[src/rtl/wb_stage.sv]
// Write-back stage: MEM/WB pipeline register, write-back data mux, RET/RTI return sequencer.
// Latency 1 cycle from m_* to all outputs; stall freezes everything and suppresses pulses.
module wb_stage #(
    parameter int width = 16,
    parameter int PC_W  = 32
) (
    input  logic               clk,
    input  logic               rst,
    input  logic               stall,
    input  logic               flush,
    input  logic               m_valid,
    input  logic               m_RegWR,
    input  logic               m_mem_to_Reg,
    input  logic               m_portR,
    input  logic               m_pop_pc1,
    input  logic               m_pop_pc2,
    input  logic               m_pop_ccr,
    input  logic [2:0]         m_rdst,
    input  logic [width-1:0]   m_alu_result,
    input  logic [width-1:0]   m_mem_data,
    input  logic [width-1:0]   in_port,
    output logic [width-1:0]   Reg_data,
    output logic [2:0]         RW_In_addr,
    output logic               RW_Sig_in,
    output logic               fwd_en,
    output logic [2:0]         fwd_addr,
    output logic [width-1:0]   fwd_data,
    output logic [PC_W-1:0]    pc_ret,
    output logic               pc_ret_valid,
    output logic [2:0]         ccr_restore,
    output logic               ccr_restore_valid,
    output logic               seq_err
);

    typedef enum logic {IDLE = 1'b0, HI = 1'b1} state_t;

    logic               cap_valid;
    logic               adv;
    logic [width-1:0]   wdata_d;

    logic               valid_q;
    logic               regwr_q;
    logic [2:0]         rdst_q;
    logic [width-1:0]   wdata_q;

    state_t             state_q, state_d;
    logic [width-1:0]   hi_half_q, hi_half_d;
    logic [PC_W-1:0]    pc_ret_q, pc_ret_d;
    logic               pc_vld_q, pc_vld_d;
    logic [2:0]         ccr_q, ccr_d;
    logic               ccr_vld_q, ccr_vld_d;
    logic               err_q, err_d;

    assign cap_valid = m_valid & ~flush;
    assign adv       = cap_valid & ~stall;

    always_comb begin
        if (m_portR)
            wdata_d = in_port;
        else if (m_mem_to_Reg)
            wdata_d = m_mem_data;
        else
            wdata_d = m_alu_result;
    end

    // Invalid or flushed entries are captured as an all-zero bubble.
    always_ff @(posedge clk or negedge rst) begin
        if (!rst) begin
            valid_q <= 1'b0;
            regwr_q <= 1'b0;
            rdst_q  <= '0;
            wdata_q <= '0;
        end else if (!stall) begin
            valid_q <= cap_valid;
            regwr_q <= cap_valid & m_RegWR;
            rdst_q  <= cap_valid ? m_rdst : 3'd0;
            wdata_q <= cap_valid ? wdata_d : '0;
        end
    end

    always_comb begin
        state_d   = state_q;
        hi_half_d = hi_half_q;
        pc_ret_d  = pc_ret_q;
        pc_vld_d  = 1'b0;
        ccr_d     = ccr_q;
        ccr_vld_d = 1'b0;
        err_d     = err_q;
        if (adv) begin
            if (m_pop_pc1 && m_pop_pc2) begin
                err_d   = 1'b1;
                state_d = IDLE;
            end else begin
                case (state_q)
                    IDLE: begin
                        if (m_pop_pc1) begin
                            hi_half_d = m_mem_data;
                            state_d   = HI;
                        end else if (m_pop_pc2) begin
                            err_d = 1'b1;
                        end
                    end
                    HI: begin
                        if (m_pop_pc2) begin
                            pc_ret_d = {hi_half_q, m_mem_data};
                            pc_vld_d = 1'b1;
                            state_d  = IDLE;
                        end else if (m_pop_pc1) begin
                            err_d     = 1'b1;
                            hi_half_d = m_mem_data;
                        end
                    end
                    default: state_d = IDLE;
                endcase
            end
            if (m_pop_ccr) begin
                ccr_d     = m_mem_data[2:0];
                ccr_vld_d = 1'b1;
            end
        end
    end

    // Pulses are rebuilt every cycle from the next-state logic, so a stall forces them low.
    always_ff @(posedge clk or negedge rst) begin
        if (!rst) begin
            state_q   <= IDLE;
            hi_half_q <= '0;
            pc_ret_q  <= '0;
            pc_vld_q  <= 1'b0;
            ccr_q     <= '0;
            ccr_vld_q <= 1'b0;
            err_q     <= 1'b0;
        end else begin
            state_q   <= state_d;
            hi_half_q <= hi_half_d;
            pc_ret_q  <= pc_ret_d;
            pc_vld_q  <= pc_vld_d;
            ccr_q     <= ccr_d;
            ccr_vld_q <= ccr_vld_d;
            err_q     <= err_d;
        end
    end

    assign RW_Sig_in         = valid_q & regwr_q;
    assign RW_In_addr        = rdst_q;
    assign Reg_data          = wdata_q;
    assign fwd_en            = RW_Sig_in;
    assign fwd_addr          = RW_In_addr;
    assign fwd_data          = Reg_data;
    assign pc_ret            = pc_ret_q;
    assign pc_ret_valid      = pc_vld_q;
    assign ccr_restore       = ccr_q;
    assign ccr_restore_valid = ccr_vld_q;
    assign seq_err           = err_q;

endmodule

[config.mk]
export PLATFORM = sky130hd
export DESIGN_NAME = wb_stage
export DESIGN_NICKNAME = d
export VERILOG_FILES = /design/src/rtl/wb_stage.sv
export SDC_FILE = /design/constraint.sdc
export NUM_CORES = 1
export LEC_CHECK = 0
export CORE_ASPECT_RATIO = 0.9
export CORE_UTILIZATION = 45
export DETAILED_ROUTE_END_ITERATION = 16
export HOLD_SLACK_MARGIN = 0.06
export PLACE_DENSITY_LB_ADDON = 0.08
export SYNTH_ARGS = -nofsm -noshare
export SYNTH_HDL_FRONTEND = slang
export SYNTH_SLANG_ARGS = --single-unit
export TNS_END_PERCENT = 30
[constraint.sdc]
create_clock -name clk -period 1.9 [get_ports clk]
set_input_delay 0.57 -clock clk [delete_from_list [all_inputs] [get_ports clk]]
set_output_delay 0.57 -clock clk [all_outputs]
set_load 0.03 [all_outputs]
After elaboration in Yosys (flattened, before gate mapping):

Cells that the tools add are included.

* memory bits (read-only): 0
* bits in writable memories: 0
* bits of input ports: 62
* latch bits: 0
* bits in registers: 76
* memories: 0

* reductions and logical operators: 5
* muxes and demuxes: 23
* bitwise logic cells: 8
* div/mod/pow operators: 0
* equality and inequality tests: 5
* $lt $le $gt $ge: 0
* $add $sub $neg: 0
* multipliers: 0
* shift-type cells: 0

Operators with widths (count)
* 2-to-1 mux 16 bit: 5
* case mux 16 bit (2 select lines): 1
* 2-to-1 mux 1 bit: 14
* != test 3 x 2 -> 1 bit, second input constant: 2
* != test 3 bit, second input constant: 2
* AND reduction 5 bit: 1
* AND 1 bit: 4
* NOT 1 bit: 4
* case mux 1 bit (2 select lines): 2
* AND reduction 4 bit: 1
* 2-to-1 mux 3 bit: 1
* AND reduction 3 bit: 1
* != test 2 bit, second input constant: 1
* AND reduction 2 bit: 1
* logical AND 1 bit: 1

Logic depth before layout (Yosys ltp):

* depth after elaboration: 4
* gate-level depth with buffers: 5

Worst setup path before layout:

Ideal clock, no wire load.

* path kind: in2reg
* from: in flush
* to: reg pc_ret_q[10], in the netlist pc_ret[10]
* arrival: 1677 ps
* setup slack: 98 ps
* path buffers: 2
* stages: 5
* path through: nor3b_4 and4b_1 buf_4 buf_6 mux2_2

* longest elaborated chain between the ends: 4

RTL lines
* start, declared: line 10 `input logic flush,`
* NOT 1 bit: line 54 `assign cap_valid = m_valid & ~flush;`
* AND 1 bit: line 54
* AND 1 bit: line 55 `assign adv = cap_valid & ~stall;`
* AND reduction 4 bit (no line)
* end signal, assigned: line 136 `pc_ret_q <= pc_ret_d;`
* end, declared: line 48 `logic [PC_W-1:0] pc_ret_q, pc_ret_d;`

Every way passes these cells.
A chain may end at the register's enable or synchronous reset.

Final worst setup path:

* from: in m_valid
* to: reg pc_ret_q[10], in the netlist pc_ret[10]

* longest elaborated chain between the ends: 3

RTL lines
* start, declared: line 11 `input logic m_valid,`
* AND 1 bit: line 54
* AND 1 bit: line 55
* AND reduction 4 bit (no line)

Every way passes these cells.

==> reports/qor.yml <==
synth_cell_type_count: 20
cts_buffers: 9
yosys.area.top_type: "dfrtp_1"
ios: 140
synth_area_leaders: "dfrtp_1, mux2_2, o21ai_0"
detail_route.wl_per_cell_um: 16.9
status: "complete, no violations"
syn_avg_cell_area_um2: 12.7
fin_cells: 487
postCtsSetupRepairBufs: 0
numPlacedInstances: 467
syn_nets: 320
hold_class: "in2async"
cts_root_buf: "clkbuf_8"
drtIter0Drc: 52
core-area_mm2: 0.00704
cts_max_level: 3
drt_wl_total_um: 8230
antenna_found_initial: 0
synth.ff_latch_count: 76
cpLargestDelayFamily: "buffers and inverters"
hold_violations: 0
worst_setup_path_end_kind: "flop"
yosys.area.top_type_share: 0.580
ir_worst_vdd_mv: 0.588
synthCells: 258
fin_nets: 451
worstPathArrival_ns: 2.11
cp-start-kind: "input pin"
syn2layout_area_growth_pct: 50.5
ant_nets: 0
crit_chain: "clkdlybuf4s50_1 > nor3b_4 > and4b_4 > clkbuf_16 > mux2_2"
cts.sinks: 76
fin_skew_ns: 0.00480
routed-via-count: 2487
leakagePower_nw: 2.46
max_freq_mhz: 536
total_power_mw: 4.77
crit_slowest_cell: "clkdlybuf4s50_1"
place.gp.congestion: 0.794
grt_usage: 0.222
cp_max_fo: 8
power.density_mw_per_mm2: 966
setup_slack_ns: 0.0329
dieArea_mm2: 0.00763
viasPerCell: 5.11
slew_violations: 0
dr.pass1.iters: 4
grt_pass1_wl_um: 12900
period_needed_ns: 1.87
row_count: 29
fp.dieW_um: 92.0
cap_violations: 0
worst_pin_slew_ns: 0.443
port_buffers: 139
fin_crit_sh: 0.983
clockBufferDepth: 2
required_ns: 2.14
crit_buf_inv: 2
tritoncts: "done"
drive_above_1_share: 0.216
synth_area_mm2: 0.00328
grt_max_degree: 34
dp_hpwl_um: 5670
path_class: "in2reg"
drc_errors: 0
yosys_warnings: 0
die_h_um: 83.0
setup_viol: 0
initial_core_util: 0.466
dp_slack_ns: -0.335
maxSlewHeadroom: 0.704
clkTransAtPathRegs_ns: 0.08
crit_path_max_incr_delay_ns: 0.46
clk_latency_ns: 0.35
grt_pass1_vias: 2404
antennaDiodeCount: 0
cts_hold_buf: 0
synth_seq_area_share: 0.580
overflow: 0
layer usage:
| layer | up-vias | track usage | share of wire |
|---|---|---|---|
| met1 | 1246 | 0.315 | 0.46 |
| li1 | 1148 | - | - |
| met5 | - | 0 | 0 |
| met2 | 84 | 0.337 | 0.47 |
| met3 | 9 | 0.0668 | 0.059 |
| met4 | 0 | 0.0511 | 0.0086 |
state kept, by name (all words and copies together), names as in the netlist:
register           count
ccr_restore_valid      1
pc_ret_valid           1
ccr_restore            3
valid_q                1
state_q                1
hi_half_q             16
pc_ret                32
seq_err                1
regwr_q                1
Reg_data              16
RW_In_addr             3
cell usage in the layout (no fill, tap or decap), drive strengths merged, types with 2 or more instances in the layout:
| master | instances |
|---|---|
| dlygate4sd2 | 78 |
| bufinv | 2 |
| nor2b | 16 |
| a21o | 2 |
| dfrtp | 76 |
| mux2 | 52 |
| a22o | 4 |
| nand2 | 17 |
| clkdlybuf4s50 | 58 |
| a211oi | 16 |
| clkbuf | 13 |
| buf | 14 |
| o21ai | 32 |
| inv | 4 |
| dlymetal6s2s | 2 |
| a21oi | 2 |
logic make-up (layout without fill, tap and decap cells):
logic type	count (synthesis)	after routing	synth area share
buffers and inverters	37	173	0.0736
AOI/OAI and AO/OA	56	56	0.104
DFF	76	76	0.580
and+or+nand+nor	37	37	0.0641
muxes	52	52	0.179
synth_stat cells:
cell      count
buf_2         1
a22o_1        4
and2_1        1
inv_1         2
nor2b_1      16
and4b_1       1
nand3b_2      1
dfrtp_1      76
buf_6         3
nand2_1      17
a211oi_1     16
clkbuf_1      9
a21oi_1       2
mux2_2       49
o21ai_0      32
nor3b_4       1
mux2_1        3
buf_1         1
buf_4        21
a21o_1        2
per-stage QoR:
| step | instance area (um2) | hold slack [ns] | TNS [ns] | util |
|---|---|---|---|---|
| 5_1_grt | 4940 | 0.137 | -0.109 | 0.701 |
| 3_5_place_dp | 4700 | 0.471 | -15.13 | 0.668 |
| 2_1_floorplan | 3280 | 0.274 | 0 | - |
| 3_3_place_gp | 4700 | 0.458 | -15.99 | 0.668 |
| 6_report | 4940 | 0.131 | 0 | 0.701 |
| 4_1_cts | 4840 | 0.124 | 0 | 0.687 |
where the power goes:
part | total (mW) | switching, mW | internal [mW]
registers | 2.04 | 0.140 | 1.90
logic | 1.32 | 0.751 | 0.566
clock network | 1.41 | 0.626 | 0.787
final cells by class:
cell class                 instances  area, um2
fill                             548       2100
inverter                           2       7.51
multi-input combinational        145       1140
timing repair buffer             155       1540
sequential                        76       1900
clock inverter                     6       93.8
tap                               93        116
clock buffer                      10        138
timing repair:
item / 4_1_cts / 5_1_grt
pin swaps: 0 / 2
endpoints found under the setup margin: 78 / 32
cloned: 0 / 4
resized for setup: 78 / 5
path summary, 6_finish.rpt:
kind / from / end / slack (ns) / depth (start not counted)
setup / recovery: m_valid / pc_ret[10]$_DFFE_PN0P_ / 0.03 / 5
hold / removal: rst / pc_ret[4]$_DFFE_PN0P_ / 0.13 / 1
setup reg to reg: state_q$_DFFE_PN0P_ / pc_ret[10]$_DFFE_PN0P_ / 0.52 / 3
hold reg to reg: seq_err$_DFFE_PN0P_ / seq_err$_DFFE_PN0P_ / 0.48 / 1
max in group asynchronous: rst / pc_ret[2]$_DFFE_PN0P_ / 1.30 / 2
min in group clk: seq_err$_DFFE_PN0P_ / seq_err$_DFFE_PN0P_ / 0.48 / 1
Power figures use the tool's default switching activity.
